--- config.mk ---
export PLATFORM = sky130hd
export DESIGN_NAME = pipelined_divider
export DESIGN_NICKNAME = d
export VERILOG_FILES = /design/src/rtl/pipelined_divider.sv
export SDC_FILE = /design/constraint.sdc
export NUM_CORES = 1
export LEC_CHECK = 0
export ABC_CLOCK_PERIOD_IN_PS = 2400
export CAP_MARGIN = 20
export CORE_ASPECT_RATIO = 0.5
export CORE_MARGIN = 3
export CORE_UTILIZATION = 45
export CTS_BUF_LIST = sky130_fd_sc_hd__clkbuf_2 sky130_fd_sc_hd__clkbuf_4 sky130_fd_sc_hd__clkbuf_8
export CTS_CLUSTER_SIZE = 16
export DETAILED_ROUTE_END_ITERATION = 7
export SYNTH_ARGS = -nofsm -noshare
export SYNTH_HDL_FRONTEND = slang
export SYNTH_SLANG_ARGS = --single-unit
--- constraint.sdc ---
create_clock -name clk -period 2.4 [get_ports clk]
set_input_delay 0.48 -clock clk [delete_from_list [all_inputs] [get_ports clk]]
set_output_delay 0.48 -clock clk [all_outputs]
set_load 0.02 [all_outputs]
--- src/rtl/pipelined_divider.sv ---
// Pipelined restoring divider.
//
// Divides a 2N-bit unsigned dividend by an N-bit unsigned divisor. It produces one quotient
// bit per stage, MSB first, across 2N iterate stages behind a capture stage. It accepts one
// operation per cycle, and each result appears exactly 2N+1 cycles after its data_rdy pulse.
//
// Ports:
//   clk       rising-edge clock
//   rstn      synchronous reset, active-high; clears every pipeline register
//   data_rdy  operands valid this cycle
//   dividend  2N-bit unsigned dividend
//   divisor   N-bit unsigned divisor
//   res_rdy   single-cycle pulse marking a valid quot/rem/div_zero
//   quot      2N-bit unsigned quotient (all ones on divide by zero)
//   rem       N-bit unsigned remainder (dividend[N-1:0] on divide by zero)
//   div_zero  divisor of this result was zero
//
// Stages that carry no valid operation hold zeros, so the outputs read 0 whenever
// res_rdy is 0.

module pipelined_divider #(
    parameter int unsigned N = 4
) (
    input  logic           clk,
    input  logic           rstn,
    input  logic           data_rdy,
    input  logic [2*N-1:0] dividend,
    input  logic [N-1:0]   divisor,
    output logic           res_rdy,
    output logic [2*N-1:0] quot,
    output logic [N-1:0]   rem,
    output logic           div_zero
);

    localparam int S = 2 * N;

    // Stage 0 is the capture stage. Stages 1..S each resolve one quotient bit.
    logic           valid_q [0:S];
    logic           valid_d [0:S];
    logic           zero_q  [0:S];
    logic           zero_d  [0:S];

    // Stage S has no later consumer of the operands, so operands stop at stage S-1.
    // The dividend moves left by one bit per stage, so the next bit to consume is
    // always in the MSB position.
    logic [S-1:0]   dvd_q   [0:S-1];
    logic [S-1:0]   dvd_d   [0:S-1];
    logic [N-1:0]   dvs_q   [0:S-1];
    logic [N-1:0]   dvs_d   [0:S-1];

    // The trial value is N+1 bits wide, but only its low N bits feed the next stage.
    // For a non-zero divisor the partial remainder is always below the divisor.
    // For a zero divisor the discarded top bit is never examined again.
    // Storing N bits per stage is therefore enough.
    logic [N-1:0]   prem_q  [1:S];
    logic [N-1:0]   prem_d  [1:S];
    logic [S-1:0]   quot_q  [1:S];
    logic [S-1:0]   quot_d  [1:S];

    // Partial remainder and quotient seen by each iterate stage. Stage 1 starts from zero.
    logic [N-1:0]   prem_in [1:S];
    logic [S-2:0]   quot_in [1:S];

    always_comb begin
        prem_in = '{default: '0};
        quot_in = '{default: '0};
        for (int i = 2; i <= S; i++) begin
            prem_in[i] = prem_q[i-1];
            quot_in[i] = quot_q[i-1][S-2:0];
        end
    end

    always_comb begin
        logic [N:0] trial;

        trial   = '0;
        valid_d = '{default: 1'b0};
        zero_d  = '{default: 1'b0};
        dvd_d   = '{default: '0};
        dvs_d   = '{default: '0};
        prem_d  = '{default: '0};
        quot_d  = '{default: '0};

        // Capture stage.
        valid_d[0] = data_rdy;
        if (data_rdy) begin
            dvd_d[0]  = dividend;
            dvs_d[0]  = divisor;
            zero_d[0] = (divisor == '0);
        end

        // Iterate stages. With a zero divisor, every trial value is >= 0. The quotient
        // therefore fills with ones, and the low N dividend bits end up as the remainder.
        for (int i = 1; i <= S; i++) begin
            valid_d[i] = valid_q[i-1];
            if (valid_q[i-1]) begin
                zero_d[i] = zero_q[i-1];
                trial     = {prem_in[i], dvd_q[i-1][S-1]};
                if (trial >= {1'b0, dvs_q[i-1]}) begin
                    prem_d[i] = trial[N-1:0] - dvs_q[i-1];
                    quot_d[i] = {quot_in[i], 1'b1};
                end else begin
                    prem_d[i] = trial[N-1:0];
                    quot_d[i] = {quot_in[i], 1'b0};
                end
            end
        end

        // Operand transport into stages 1..S-1.
        for (int i = 1; i < S; i++) begin
            if (valid_q[i-1]) begin
                dvd_d[i] = {dvd_q[i-1][S-2:0], 1'b0};
                dvs_d[i] = dvs_q[i-1];
            end
        end
    end

    always_ff @(posedge clk) begin
        if (rstn) begin
            valid_q <= '{default: 1'b0};
            zero_q  <= '{default: 1'b0};
            dvd_q   <= '{default: '0};
            dvs_q   <= '{default: '0};
            prem_q  <= '{default: '0};
            quot_q  <= '{default: '0};
        end else begin
            valid_q <= valid_d;
            zero_q  <= zero_d;
            dvd_q   <= dvd_d;
            dvs_q   <= dvs_d;
            prem_q  <= prem_d;
            quot_q  <= quot_d;
        end
    end

    assign res_rdy  = valid_q[S];
    assign quot     = quot_q[S];
    assign rem      = prem_q[S];
    assign div_zero = zero_q[S];

endmodule

Word level (Yosys, flattened, before mapping)
Index checks and enable logic that the tools add are counted.
{ "totals": {"mem_bits_rw": 0, "wordCells": 110, "rom_bits": 0, "ff_bits": 181, "output_inout_bits": 14, "latch_bits": 0, "mem_count": 0} }
{ "classes": {"n_mux": 16, "n_shift": 0, "add_sub_neg": 8, "bitwise_logic": 10, "div_mod_pow": 0, "order_cmp": 8, "n_reduce_logical": 11, "eq_ne": 0, "mul": 0} }
{ "ops": {"columns": ["operator", "count"], "rows": [
  ["greater-or-equal comparator 5 x 4 -> 1 bit", 7],
  ["two-way mux 4 bit", 7],
  ["subtractor 4 bit", 7],
  ["OR reduction 2 bit", 9],
  ["inverter 1 bit", 10],
  ["two-way mux 1 bit", 9],
  ["greater-or-equal comparator 1 x 4 -> 1 bit", 1],
  ["logical NOT 4 bit", 1],
  ["subtractor 1 x 4 -> 4 bit", 1],
  ["OR reduction 3 bit", 1]
]} }

Depth between registers and ports, before layout
Gate-level depths: netlist (run 1).
{ "depth": {"word_depth": 3, "mapped_depth": 7} }

Worst setup path after synthesis (run 1)
No wires, ideal clock.
{ "synth_timing": {"path_type": "register to register", "startpoint": "reg dvs_q[26] (netlist bit)", "endpoint": "reg prem_q (netlist bit prem_in[23])", "path_buffers": 0, "t_arrival_ns": 1.348, "setup_ns": 0.129, "setup_slack_ns": 0.923, "path_stages_with_launch": 7, "path_cell_list": "dfxtp_1 inv_1 ha_1 a21oi_1 o21ai_1 o311ai_0 a31oi_1"} }
{ "synth_between": {"elab_chain_len": 2, "word_cells_on_any_way": 3, "cone_classes": "1 x add/sub; 1 x order compare; 1 x mux"} }
{ "synth_lines": {"columns": ["item", "line", "source"], "rows": [
  ["start, declared", "48", "logic [N-1:0] dvs_q [0:S-1];"],
  ["start signal, assigned", "130", "dvs_q <= dvs_d;"],
  ["subtractor 4 bit / greater-or-equal comparator 5 x 4 -> 1 bit (equally long branches)", "100, 99", null],
  ["two-way mux 4 bit (*)", "99", "if (trial >= {1'b0, dvs_q[i-1]}) begin"],
  ["end signal, assigned", "131", "prem_q <= prem_d;"],
  ["end, declared", "55", "logic [N-1:0] prem_q [1:S];"]
]} }
Mark *: on every way between the ends. The rest lies on a longest branch, timed or not.
A chain may end at the register's enable or synchronous reset.

Final worst setup path (run 1)
{ "layout_timing": {"startpoint": "reg zero_q (netlist bit div_zero)", "endpoint": "out div_zero"} }
{ "layout_lines": {"columns": ["item", "line", "source"], "rows": [
  ["start, declared", "40", "logic zero_q [0:S];"],
  ["start signal, assigned", "128", "zero_q <= zero_d;"],
  ["end, declared", "32", "output logic div_zero"]
]} }
No word-level cell between the ends.

==> results of run 1 <==
logic make-up (layout without fill, tap and decap cells):
group,count (synthesis),count (layout)
multiplexers,28,28
XOR/XNOR,8,8
flip-flops,154,154
buffers and inverters,55,108
AO/OA/AOI/OAI,49,49
AND/OR/NAND/NOR,212,212
adder cells (fa/ha/maj),37,37
cell type report:
class / count / share of cell area [%]
Clock inverter: 14 / 2.70
Multi-Input combinational cell: 334 / 36.8
Inverter: 46 / 2.69
Sequential cell: 154 / 46.6
Clock buffer: 18 / 3.65
Tap cell: 165 / 3.12
Timing Repair Buffer: 30 / 4.46
stage by stage:
stage / instance area, um^2 / utilization (%)
final: 6620 / 54.6
after global placement: 6200 / 51.1
after detailed placement: 6200 / 51.1
after floorplan: 5740 / -
after CTS: 6620 / 54.6
after global routing: 6620 / 54.6
cell usage after synthesis:
master	instances
nand2_1	40
a21boi_2	3
a21oi_4	2
mux2i_1	25
dfxtp_1	154
nor2b_1	9
a21oi_2	5
ha_1	30
o21a_1	4
o211ai_1	3
mux2_2	3
o31ai_1	3
inv_2	5
fa_1	7
o31a_1	1
nand2_2	2
o21ai_1	6
o311ai_0	4
a31oi_1	4
inv_1	39
a211o_1	4
xor2_1	1
nand4_1	3
o2111ai_1	4
o21ai_0	2
or2_2	4
a21oi_1	4
nor3_1	2
buf_2	9
nand2b_4	7
nor2_1	40
nand2b_1	15
xnor2_1	7
and2_1	87
nand3b_1	3
inv_4	2
state kept, by name, summed over array words and instances (netlist names):
signal and flops:
dvd_q 36, dvs_q 32, prem_in 28, quot_in 28
quot 8, valid_d 8, zero_q 8, rem 4
div_zero 1, res_rdy 1
path summary, 6_finish.rpt:
| kind | endpoint | cells past startpoint |
|---|---|---|
| worst max-delay path | div_zero | 1 |
| worst min-delay path | quot_in[11] | 1 |
| worst max register to register | prem_in[20] | 6 |
| worst min register to register | quot_in[11] | 1 |
per-layer routing:
layer / track usage (%) / vias to the layer above
li1: - / 1828
met1: 13.6 / 1458
met2: 22.6 / 43
met3: 4.51 / 10
met4: 5.74 / 0
met5: 0 / -
report_power, final:
part | internal, mW | total [mW] | switching (mW) | leakage, nW
logic | 0.0493 | 0.0862 | 0.0369 | 1.07
clock network | 0.982 | 2.00 | 1.02 | 0.211
registers | 2.57 | 2.57 | 0.00624 | 1.24
total | 3.60 | 4.66 | 1.06 | 2.53
==> summary.txt, run 1 <==
Floorplanning
  – Initial Util: 47.3%
  – Overall die area: 14200 um^2
  – Core ar.: 12100 um^2
  – DIE HEIGHT: 85.9 um
  – I/O pins: 29
  – Num rows: 28
  – Die width: 166 um

Clock network
  – Clock Latency Late Sink: 440 ps
  – CTS tree: built
  – CTS HTree Levels: 4
  – Clk sink count: 154
  – Root Driver: clkbuf_8
  – Hold-fix buffers, CTS: 0
  – CTS buffer count: 17
  – Post-CTS sizing: 0
  – Post-CTS Setup Bufs: 0
  – Worst-case clock buffer depth: 2
  – Clk slew on worst S/H paths: 90 ps

Synth
  – Synth Area in Adders: 8.98%
  – Warnings from Yosys: 0
  – Syn avg cell area: 10.6 um^2
  – Largest cells by area after synthesis: dfxtp_1 54%, and2_1 9.5%, ha_1 6.5%
  – Mapped Nets: 595
  – Largest family of logic cells by synthesized area: simple AND/OR/NAND/NOR gates
  – Seq/Total Area, Yosys: 53.7%
  – Post-Synth Simple-Gate Area: 20.6%
  – Post-Synth XOR/XNOR Area: 1.22%
  – Number of synthesized register bits: 154
  – Area leader, netlist: dfxtp_1
  – Mapped Cells: 543
  – Post-Syn Area: 5740 um^2
  – Top cell type's share of synthesized area: 53.7%
  – Mux cell area share after synthesis: 4.95%
  – Compound-gate portion of the synthesized area: 6.69%
  – Netlist cell types: 36

Cells and area
  – Commonest non-fill, non-tap cell in the layout: dfxtp_1
  – Area occupied by multi-input gates: 2430 um^2
  – Reg area: 3080 um^2
  – Commonest non-fill, non-tap cells in the layout: 154 x dfxtp_1, 87 x and2_1, 40 x nor2_1, 40 x nand2_1, 39 x inv_1
  – NumNets Final: 635
  – FILL cells: 1091
  – P&R area growth vs syn: 15.3%
  – N_diodes: 0
  – Post-route insts no fill: 761
  – Share of cells above drive strength 1: 11.2%

Timing
  – Final setup margin: 557 ps
  – Worst hold slack: 421 ps
  – Slew HR: 74.4%
  – Period minus WS final: 1840 ps
  – Unrepaired setup endpoints after global routing: false
  – Fin crit share: 76.8%
  – Fin Clk Skew: 12.4 ps
  – F_max: 543 MHz
  – Worst slew pin tran: 383 ps
  – Setup_tns: 0 ps
  – Max Slew Vio Count: 0
  – Final setup viols: 0
  – Endpoints failing hold: 0

Worst setup path
  – WP data arrival: 1360 ps
  – CP Data Required Time: 1920 ps
  – Setup crit end kind: output pin
  – Crit path launch type: flip-flop
  – Worst Path Buf+Inv: 1
  – Worst r2r src: dvs_q[26]
  – Kind of critical path: reg -> out
  – CP Cell Sequence: clkdlybuf4s50_1
  – CP peak stage delay: 600 ps
  – Slowest cell on the critical path: clkdlybuf4s50_1
  – Critical path launch point: div_zero
  – Reg2Reg Setup Slack: 740 ps
  – Worst-path maximum fanout: 1
  – CP delay by family, top: buffers and inverters

Place
  – DP HPWL: 6.09 mm
  – Routability-driven placement congestion ratio: 0.825
  – PortBufs: 28
  – Dpl cells: 729
  – Pre-CTS setup slack: 343 ps

Detailed routing
  – # DRC: 0
  – Total Wirelength: 8.03 mm
  – Met2 routed WL: 3.89 mm
  – Vias: 3339
  – Wire per inst: 10.5 um
  – 1st-iter DRT viols: 93
  – Top sig layer: met4
  – Vias per inst: 4.39
  – DR pass1 iterations: 4
  – Met1 Wirelength: 3.72 mm
  – Routed wl met3: 324 um
  – Antenna viol nets, final: 0

Min path
  – HP Start: quot_in[17]
  – Worst Hold Class: reg -> reg

Global routing
  – Vias in the first global route: 3349
  – Pin count of the biggest net entering global routing: 19
  – Initial antenna violation count: 0
  – All-Layer GR Usage: 12.6%
  – Grt ovf: 0
  – First-pass GRT wire length: 14.4 mm

Pwr
  – Power per Cell Area: 705 nW/um^2
  – Pleak: 2.53 nW
  – Total power: 4.66 mW
  – Max VDD drop: 0.000386 V

Outcome
  – Status: completed

Flow run
  – Max_cap viols: 0
No activity file was read; power rests on OpenSTA's default activity.
==> run 2: changes to the inputs <==
- ABC_CLOCK_PERIOD_IN_PS: 2400 -> 1500
- clock period: 2.4 -> 1.5 ns (I/O delays scaled with it)
==> run 2 against run 1 <==
Against the previous run: total power rose by 54%; clock-buffer cell count unchanged; first-iteration DRC count up 3.2%; largest cell class unchanged; largest power group unchanged; cell count grew 8.0%; sequential share of layout area fell by 4.7 points; die area unchanged.
==> summary.txt, run 2 (synthesis results as in run 1) <==
Cells and area
  – Cell area after layout: 7410 um^2 (was 6620 um^2)
  – P&R area growth vs syn: 29.1% (was 15.3%)
  – Share of cells above drive strength 1: 29.4% (was 11.2%)
  – Final Util: 61.1% (was 54.6%)
  – NumNets Final: 696 (was 635)
  – Regs by FF count: dvd_q (36), dvs_q (32) (unchanged)
  – FILL cells: 1068 (was 1091)
  – Max reg flops: 36 (unchanged)
  – Commonest non-fill, non-tap cells in the layout: 136 x dfxtp_1, 87 x and2_1, 58 x buf_4, 39 x nor2_1, 37 x nand2_1 (was 154 x dfxtp_1, 87 x and2_1, 40 x nor2_1, 40 x nand2_1, 39 x inv_1)
  – Commonest non-fill, non-tap cell in the layout: dfxtp_1 (unchanged)
  – N_diodes: 0 (unchanged)
  – Top reg by flops: dvd_q (unchanged)

Worst setup path
  – Crit path launch type: flip-flop (unchanged)
  – CP Data Required Time: 1860 ps (was 1920 ps)
  – CP delay by family, top: compound AO/OA/AOI/OAI gates (was buffers and inverters)
  – Slowest cell on the critical path: dfxtp_2 (was clkdlybuf4s50_1)
  – Worst Path Buf+Inv: 2 (was 1)
  – Setup crit end kind: flip-flop (was output pin)
  – WP data arrival: 1830 ps (was 1360 ps)
  – Kind of critical path: reg -> reg (was reg -> out)
  – CP Cell Sequence: inv_2, ha_4, buf_6, nand2_4, o21a_1, a211o_1, a31oi_1 (was clkdlybuf4s50_1)
  – CP peak stage delay: 330 ps (was 600 ps)
  – Worst-path maximum fanout: 3 (was 1)

Timing
  – Endpoints failing hold: 0 (unchanged)
  – Max Slew Vio Count: 0 (unchanged)
  – Slew HR: 79.9% (was 74.4%)
  – Fin crit share: 98.3%
  – Unrepaired setup endpoints after global routing: true (was false)
  – Period minus WS final: 1470 ps
  – Fin Clk Skew: 9.15 ps (was 12.4 ps)
  – Worst slew pin tran: 300 ps (was 383 ps)
  – Final setup viols: 0 (unchanged)
  – F_max: 678 MHz

Outcome
  – Status: completed (unchanged)

Clock network
  – CTS tree: built (unchanged)
  – Clk sink count: 154 (unchanged)
  – CTS buffer count: 17 (unchanged)
  – Worst-case clock buffer depth: 2 (unchanged)
  – Clock Latency Late Sink: 430 ps (was 440 ps)
  – Hold-fix buffers, CTS: 0 (unchanged)
  – CTS HTree Levels: 4 (unchanged)
  – Root Driver: clkbuf_8 (unchanged)
  – Clk slew on worst S/H paths: 90 ps (about the same)

Floorplanning
  – DIE HEIGHT: 85.9 um (unchanged)
  – Core ar.: 12100 um^2 (unchanged)
  – Num rows: 28 (unchanged)
  – Die width: 166 um (unchanged)
  – Overall die area: 14200 um^2 (unchanged)
  – I/O pins: 29 (unchanged)
  – Initial Util: 47.3% (unchanged)

Flow run
  – Max_cap viols: 0 (unchanged)

Detailed routing
  – # DRC: 0 (unchanged)
  – 1st-iter DRT viols: 96 (was 93)
  – DR pass1 iterations: 4 (unchanged)
  – Vias: 3625 (was 3339)
  – Total Wirelength: 9.28 mm (was 8.03 mm)
  – Antenna viol nets, final: 0 (unchanged)
  – Wire per inst: 11.3 um (was 10.5 um)
  – Vias per inst: 4.41 (was 4.39)

Global routing
  – Vias in the first global route: 3571 (was 3349)
  – Grt ovf: 0 (unchanged)
  – Initial antenna violation count: 0 (unchanged)
  – All-Layer GR Usage: 13.4% (was 12.6%)
  – Pin count of the biggest net entering global routing: 17 (was 19)
  – First-pass GRT wire length: 15.4 mm (was 14.4 mm)

Pwr
  – Max VDD drop: 0.000516 V (was 0.000386 V)
  – Power per Cell Area: 967 nW/um^2 (was 705 nW/um^2)
  – Pleak: 2.94 nW (was 2.53 nW)

Min path
  – Worst Hold Class: in -> reg (was reg -> reg)

Place
  – Routability-driven placement congestion ratio: 0.851 (was 0.825)
  – PortBufs: 28 (unchanged)
  – Post-DP Area: 6590 um^2 (was 6200 um^2)
  – DP HPWL: 6.58 mm (was 6.09 mm)
==> run 2: changes by cell type in the layout (fill, tap and decap cells not counted), moves of 7 or more <==
cell	delta
ha_1	-18
clkdlybuf4s50_1	-14
buf_4	+56
o21ai_2	+7
nor2b_1	-7
ha_4	+17
dfxtp_1	-18
dlygate4sd2_1	+14
dfxtp_2	+18
==> run 2: layout make-up <==
cell class / instances / area (um^2) / share of cell area (%)
Clock inverter: 14 / 125 / 1.69
Sequential cell: 154 / 3110 / 41.9
Tap cell: 165 / 206 / 2.79
Clock buffer: 18 / 241 / 3.26
Inverter: 46 / 178 / 2.40
Timing Repair Buffer: 91 / 754 / 10.2
Multi-Input combinational cell: 334 / 2800 / 37.8
==> run 2: layer usage <==
metal	vias up	track usage, %	wire length, um
met1	1605	14.2	4080
li1	1954	-	-
met4	0	6.26	130
met5	-	0	0
met3	13	4.37	337
met2	53	24.7	4730
==> run 2: through the flow <==
stage / total power [mW] / setup TNS [ps] / hold WS, ps / setup WS, ps / cells
floorplan: 4.30 / 0 / 376 / 23.0 / 543
global placement: 4.37 / -2780 / 408 / -117 / 782
detailed placement: 4.37 / -3680 / 410 / -117 / 782
CTS: 7.26 / 0 / 381 / 3.95 / 816
global route: 7.46 / -207 / 386 / -102 / 822
finish: 7.16 / 0 / 413 / 25.9 / 822
==> run 2: what timing repair did <==
| action | in CTS | in global routing |
|---|---|---|
| setup buffers | 2 | 6 |
| gates resized for setup | 36 | 65 |
| pin swaps | 12 | 32 |
| endpoints found under the hold margin | 0 | 0 |
| endpoints found under the setup margin | 44 | 34 |
==> run 2: final timing paths <==
kind / startpoint / endpoint / slack [ps] / cells after the start
max: dvs_q[26] / prem_in[23] / 30 / 7
min: dividend[1] / dvd_q[57] / 410 / 2
max reg2reg: dvs_q[26] / prem_in[23] / 30 / 7
min reg2reg: quot_in[16] / quot_in[10] / 420 / 1
==> run 2: power by group <==
group	switching (mW)	internal (mW)	leakage [nW]
combinational	0.0671	0.0987	1.51
sequential	0.0109	4.11	1.25
clock	1.65	1.23	0.177
total	1.73	5.44	2.94
==> run 2: worst register-to-register path: stages, from the launching register on <==
cell     delay, ps
dfxtp_2        330
inv_2           40
ha_4           270
buf_6          100
nand2_4         50
o21a_1         190
a211o_1        250
a31oi_1        170
==> run 3: changes to the inputs <==
- CORE_UTILIZATION: 45 -> 44
- MAX_ROUTING_LAYER: not set -> met4
==> run 3 against run 2 <==
Against the previous run: sequential cell count did not move; cell count decreased by 0.73%; clock skew grew 5.0 ps; via count is 0.83% lower; first-iteration DRC count is 35% higher; clock-buffer cell count did not move; largest cell class unchanged; sequential share of layout area up 0.18 points; hold slack gained 1.4 ps; wire length decreased by 1.2%; clock power grew 18%; non-clock buffer count is 6 lower; total power up 7.1%.
==> summary.txt, run 3 (synthesis results as in run 1) <==
Global routing
  – Grt ovf: 0 (unchanged)
  – First-pass GRT wire length: 15.6 mm (was 15.4 mm)
  – All-Layer GR Usage: 13.8% (was 13.4%)
  – Pin count of the biggest net entering global routing: 17 (unchanged)
  – Initial antenna violation count: 0 (unchanged)
  – GRT met2 Usage: 24.3% (was 24.7%)
  – Met3 global-route usage: 3.69% (was 4.37%)
  – Vias in the first global route: 3562 (was 3571)
  – Gr busiest metal: met2 (unchanged)
  – GR Util met1: 14.9% (was 14.2%)

Clock network
  – Clock Latency Late Sink: 440 ps (was 430 ps)
  – CTS buffer count: 17 (unchanged)
  – Clk slew on worst S/H paths: 100 ps (was 90 ps)
  – Worst-case clock buffer depth: 2 (unchanged)
  – Root Driver: clkbuf_8 (unchanged)
  – CTS tree: built (unchanged)
  – Hold-fix buffers, CTS: 0 (unchanged)
  – Clk sink count: 154 (unchanged)
  – CTS HTree Levels: 4 (unchanged)

Pwr
  – Max VDD drop: 0.000646 V (was 0.000516 V)
  – Power per Cell Area: 1040 nW/um^2 (was 967 nW/um^2)
  – Pleak: 2.94 nW (about the same)

Timing
  – F_max: 675 MHz (was 678 MHz)
  – Final setup viols: 0 (unchanged)
  – Fin crit share: 98.8% (was 98.3%)
  – Period minus WS final: 1480 ps (was 1470 ps)
  – Slew HR: 79.0% (was 79.9%)
  – Max Slew Vio Count: 0 (unchanged)
  – Unrepaired setup endpoints after global routing: true (unchanged)
  – Fin Clk Skew: 14.2 ps (was 9.15 ps)
  – Worst slew pin tran: 311 ps (was 300 ps)
  – Endpoints failing hold: 0 (unchanged)
  – Setup_tns: 0 ps (unchanged)

Floorplanning
  – Core ar.: 12300 um^2 (was 12100 um^2)
  – I/O pins: 29 (unchanged)
  – Initial Util: 46.8% (was 47.3%)
  – Overall die area: 14500 um^2 (was 14200 um^2)
  – Num rows: 28 (unchanged)
  – DIE HEIGHT: 86.8 um (was 85.9 um)
  – Die width: 168 um (was 166 um)

Worst setup path
  – Reg2Reg Setup Slack: 20 ps (was 30 ps)
  – Setup crit end kind: flip-flop (unchanged)
  – CP Capture Point: prem_in[17] (was prem_in[23])
  – CP Data Required Time: 1840 ps (was 1860 ps)
  – Register-to-Register Path Depth: 5 (was 7)
  – FF-to-FF End: prem_in[17] (was prem_in[23])
  – Worst-path maximum fanout: 4 (was 3)
  – Kind of critical path: reg -> reg (unchanged)
  – WP data arrival: 1820 ps (was 1830 ps)
  – CP Cell Sequence: ha_4, a21oi_4, o21ai_2, a21boi_4, mux2i_1 (was inv_2, ha_4, buf_6, nand2_4, o21a_1, a211o_1, a31oi_1)
  – Crit path launch type: flip-flop (unchanged)
  – Worst r2r src: prem_in[21] (was dvs_q[26])
  – Critical path launch point: prem_in[21] (was dvs_q[26])
  – Slowest cell on the critical path: dfxtp_2 (unchanged)
  – CP peak stage delay: 350 ps (was 330 ps)

Detailed routing
  – DR pass1 iterations: 4 (unchanged)
  – Total Wirelength: 9.17 mm (was 9.28 mm)
  – Vias: 3595 (was 3625)
  – Antenna viol nets, final: 0 (unchanged)
  – Vias per inst: 4.41 (about the same)
  – Wire per inst: 11.2 um (was 11.3 um)
  – 1st-iter DRT viols: 130 (was 96)
  – # DRC: 0 (unchanged)

Min path
  – Worst Hold Class: reg -> reg (was in -> reg)

Flow run
  – Max_cap viols: 0 (unchanged)

Cells and area
  – Commonest non-fill, non-tap cell in the layout: dfxtp_1 (unchanged)
  – N_diodes: 0 (unchanged)
  – P&R area growth vs syn: 28.9% (was 29.1%)
  – NumNets Final: 690 (was 696)
  – Share of cells above drive strength 1: 29.8% (was 29.4%)
  – Regs by FF count: dvd_q (36), dvs_q (32) (unchanged)
  – Max reg flops: 36 (unchanged)
  – Commonest non-fill, non-tap cells in the layout: 129 x dfxtp_1, 87 x and2_1, 52 x buf_4, 40 x nor2_1, 37 x nand2_1 (was 136 x dfxtp_1, 87 x and2_1, 58 x buf_4, 39 x nor2_1, 37 x nand2_1)
  – Post-route insts no fill: 816 (was 822)
  – Top reg by flops: dvd_q (unchanged)
  – FILL cells: 1079 (was 1068)

Place
  – DP HPWL: 6.55 mm (was 6.58 mm)
  – Dpl cells: 778 (was 782)
  – PortBufs: 28 (unchanged)
  – Routability-driven placement congestion ratio: 0.846 (was 0.851)

Outcome
  – Status: completed (unchanged)
-- run 3: cell types whose count changed in the layout (fill, tap and decap cells not counted), moves of 3 or more --
| cell | previous run | this run |
|---|---|---|
| dfxtp_1 | 136 | 129 |
| dfxtp_2 | 18 | 25 |
| buf_4 | 58 | 52 |
| ha_4 | 17 | 12 |
| bufinv_16 | 0 | 3 |
| clkinvlp_4 | 4 | 1 |
| ha_2 | 1 | 4 |
| nor2b_2 | 6 | 3 |
| nor2b_4 | 1 | 4 |
-- run 3: layout make-up --
cell class,instances,area (um^2),share of cell area (%)
clock buffers,18,241,3.26
clock inverters,14,200,2.71
inverters,46,178,2.40
multi-input cells,334,2750,37.1
flip-flops and latches,154,3110,42.1
well taps,165,206,2.79
repair buffers,85,709,9.59
-- run 3: worst min path at each step --
| stage | endpoint | depth (start not counted) | start | slack [ps] |
|---|---|---|---|---|
| 2_1_floorplan | zero_q[8] | 1 | divisor[0] | 380 |
| 3_3_place_gp | dvd_q[54] | 1 | dvd_q[61] | 410 |
| 3_5_place_dp | quot_in[16] | 1 | quot_in[22] | 410 |
| 4_1_cts | dvd_q[56] | 2 | dividend[0] | 390 |
| 5_1_grt | dvd_q[59] | 2 | dividend[3] | 390 |
| 6_report | dvd_q[7] | 1 | dvd_q[14] | 410 |
-- run 3: where the power goes --
part	internal, mW	switching [mW]
logic	0.0969	0.0663
registers	4.11	0.0108
clock network	1.74	1.65
total	5.95	1.73
-- run 3: repair_timing --
item / CTS / global route
endpoints found under the setup margin: 45 / 33
setup buffers: 4 / 2
hold endpoints to repair: 0 / 0
pin swaps: 13 / 24
gates resized for setup: 40 / 70
cloned: 0 / 0
-- run 3: per-layer routing --
metal  vias up  part of all wire [%]
li1       1941                     -
met1      1595                    45
met2        51                    51
met3         8                   3.5
met4         0                  0.72
met5         -                     0
-- run 3: per-stage QoR --
stage,hold WS [ps],worst slack [ps],utilization [%],instance area (um^2),power (mW)
floorplan,376,23.0,-,5740,4.30
global placement,410,-110,53.5,6560,4.36
detailed placement,411,-109,53.5,6560,4.37
CTS,386,5.77,58.3,7150,7.76
global route,390,-67.0,60.3,7400,7.97
finish,415,18.0,60.3,7400,7.67
-- run 3: critical path: cells and delay by family (launching register included) --
family	cells	cell delay, ps
compound gates	3	510
fa+ha+maj	1	260
flops	1	350
mux	1	270
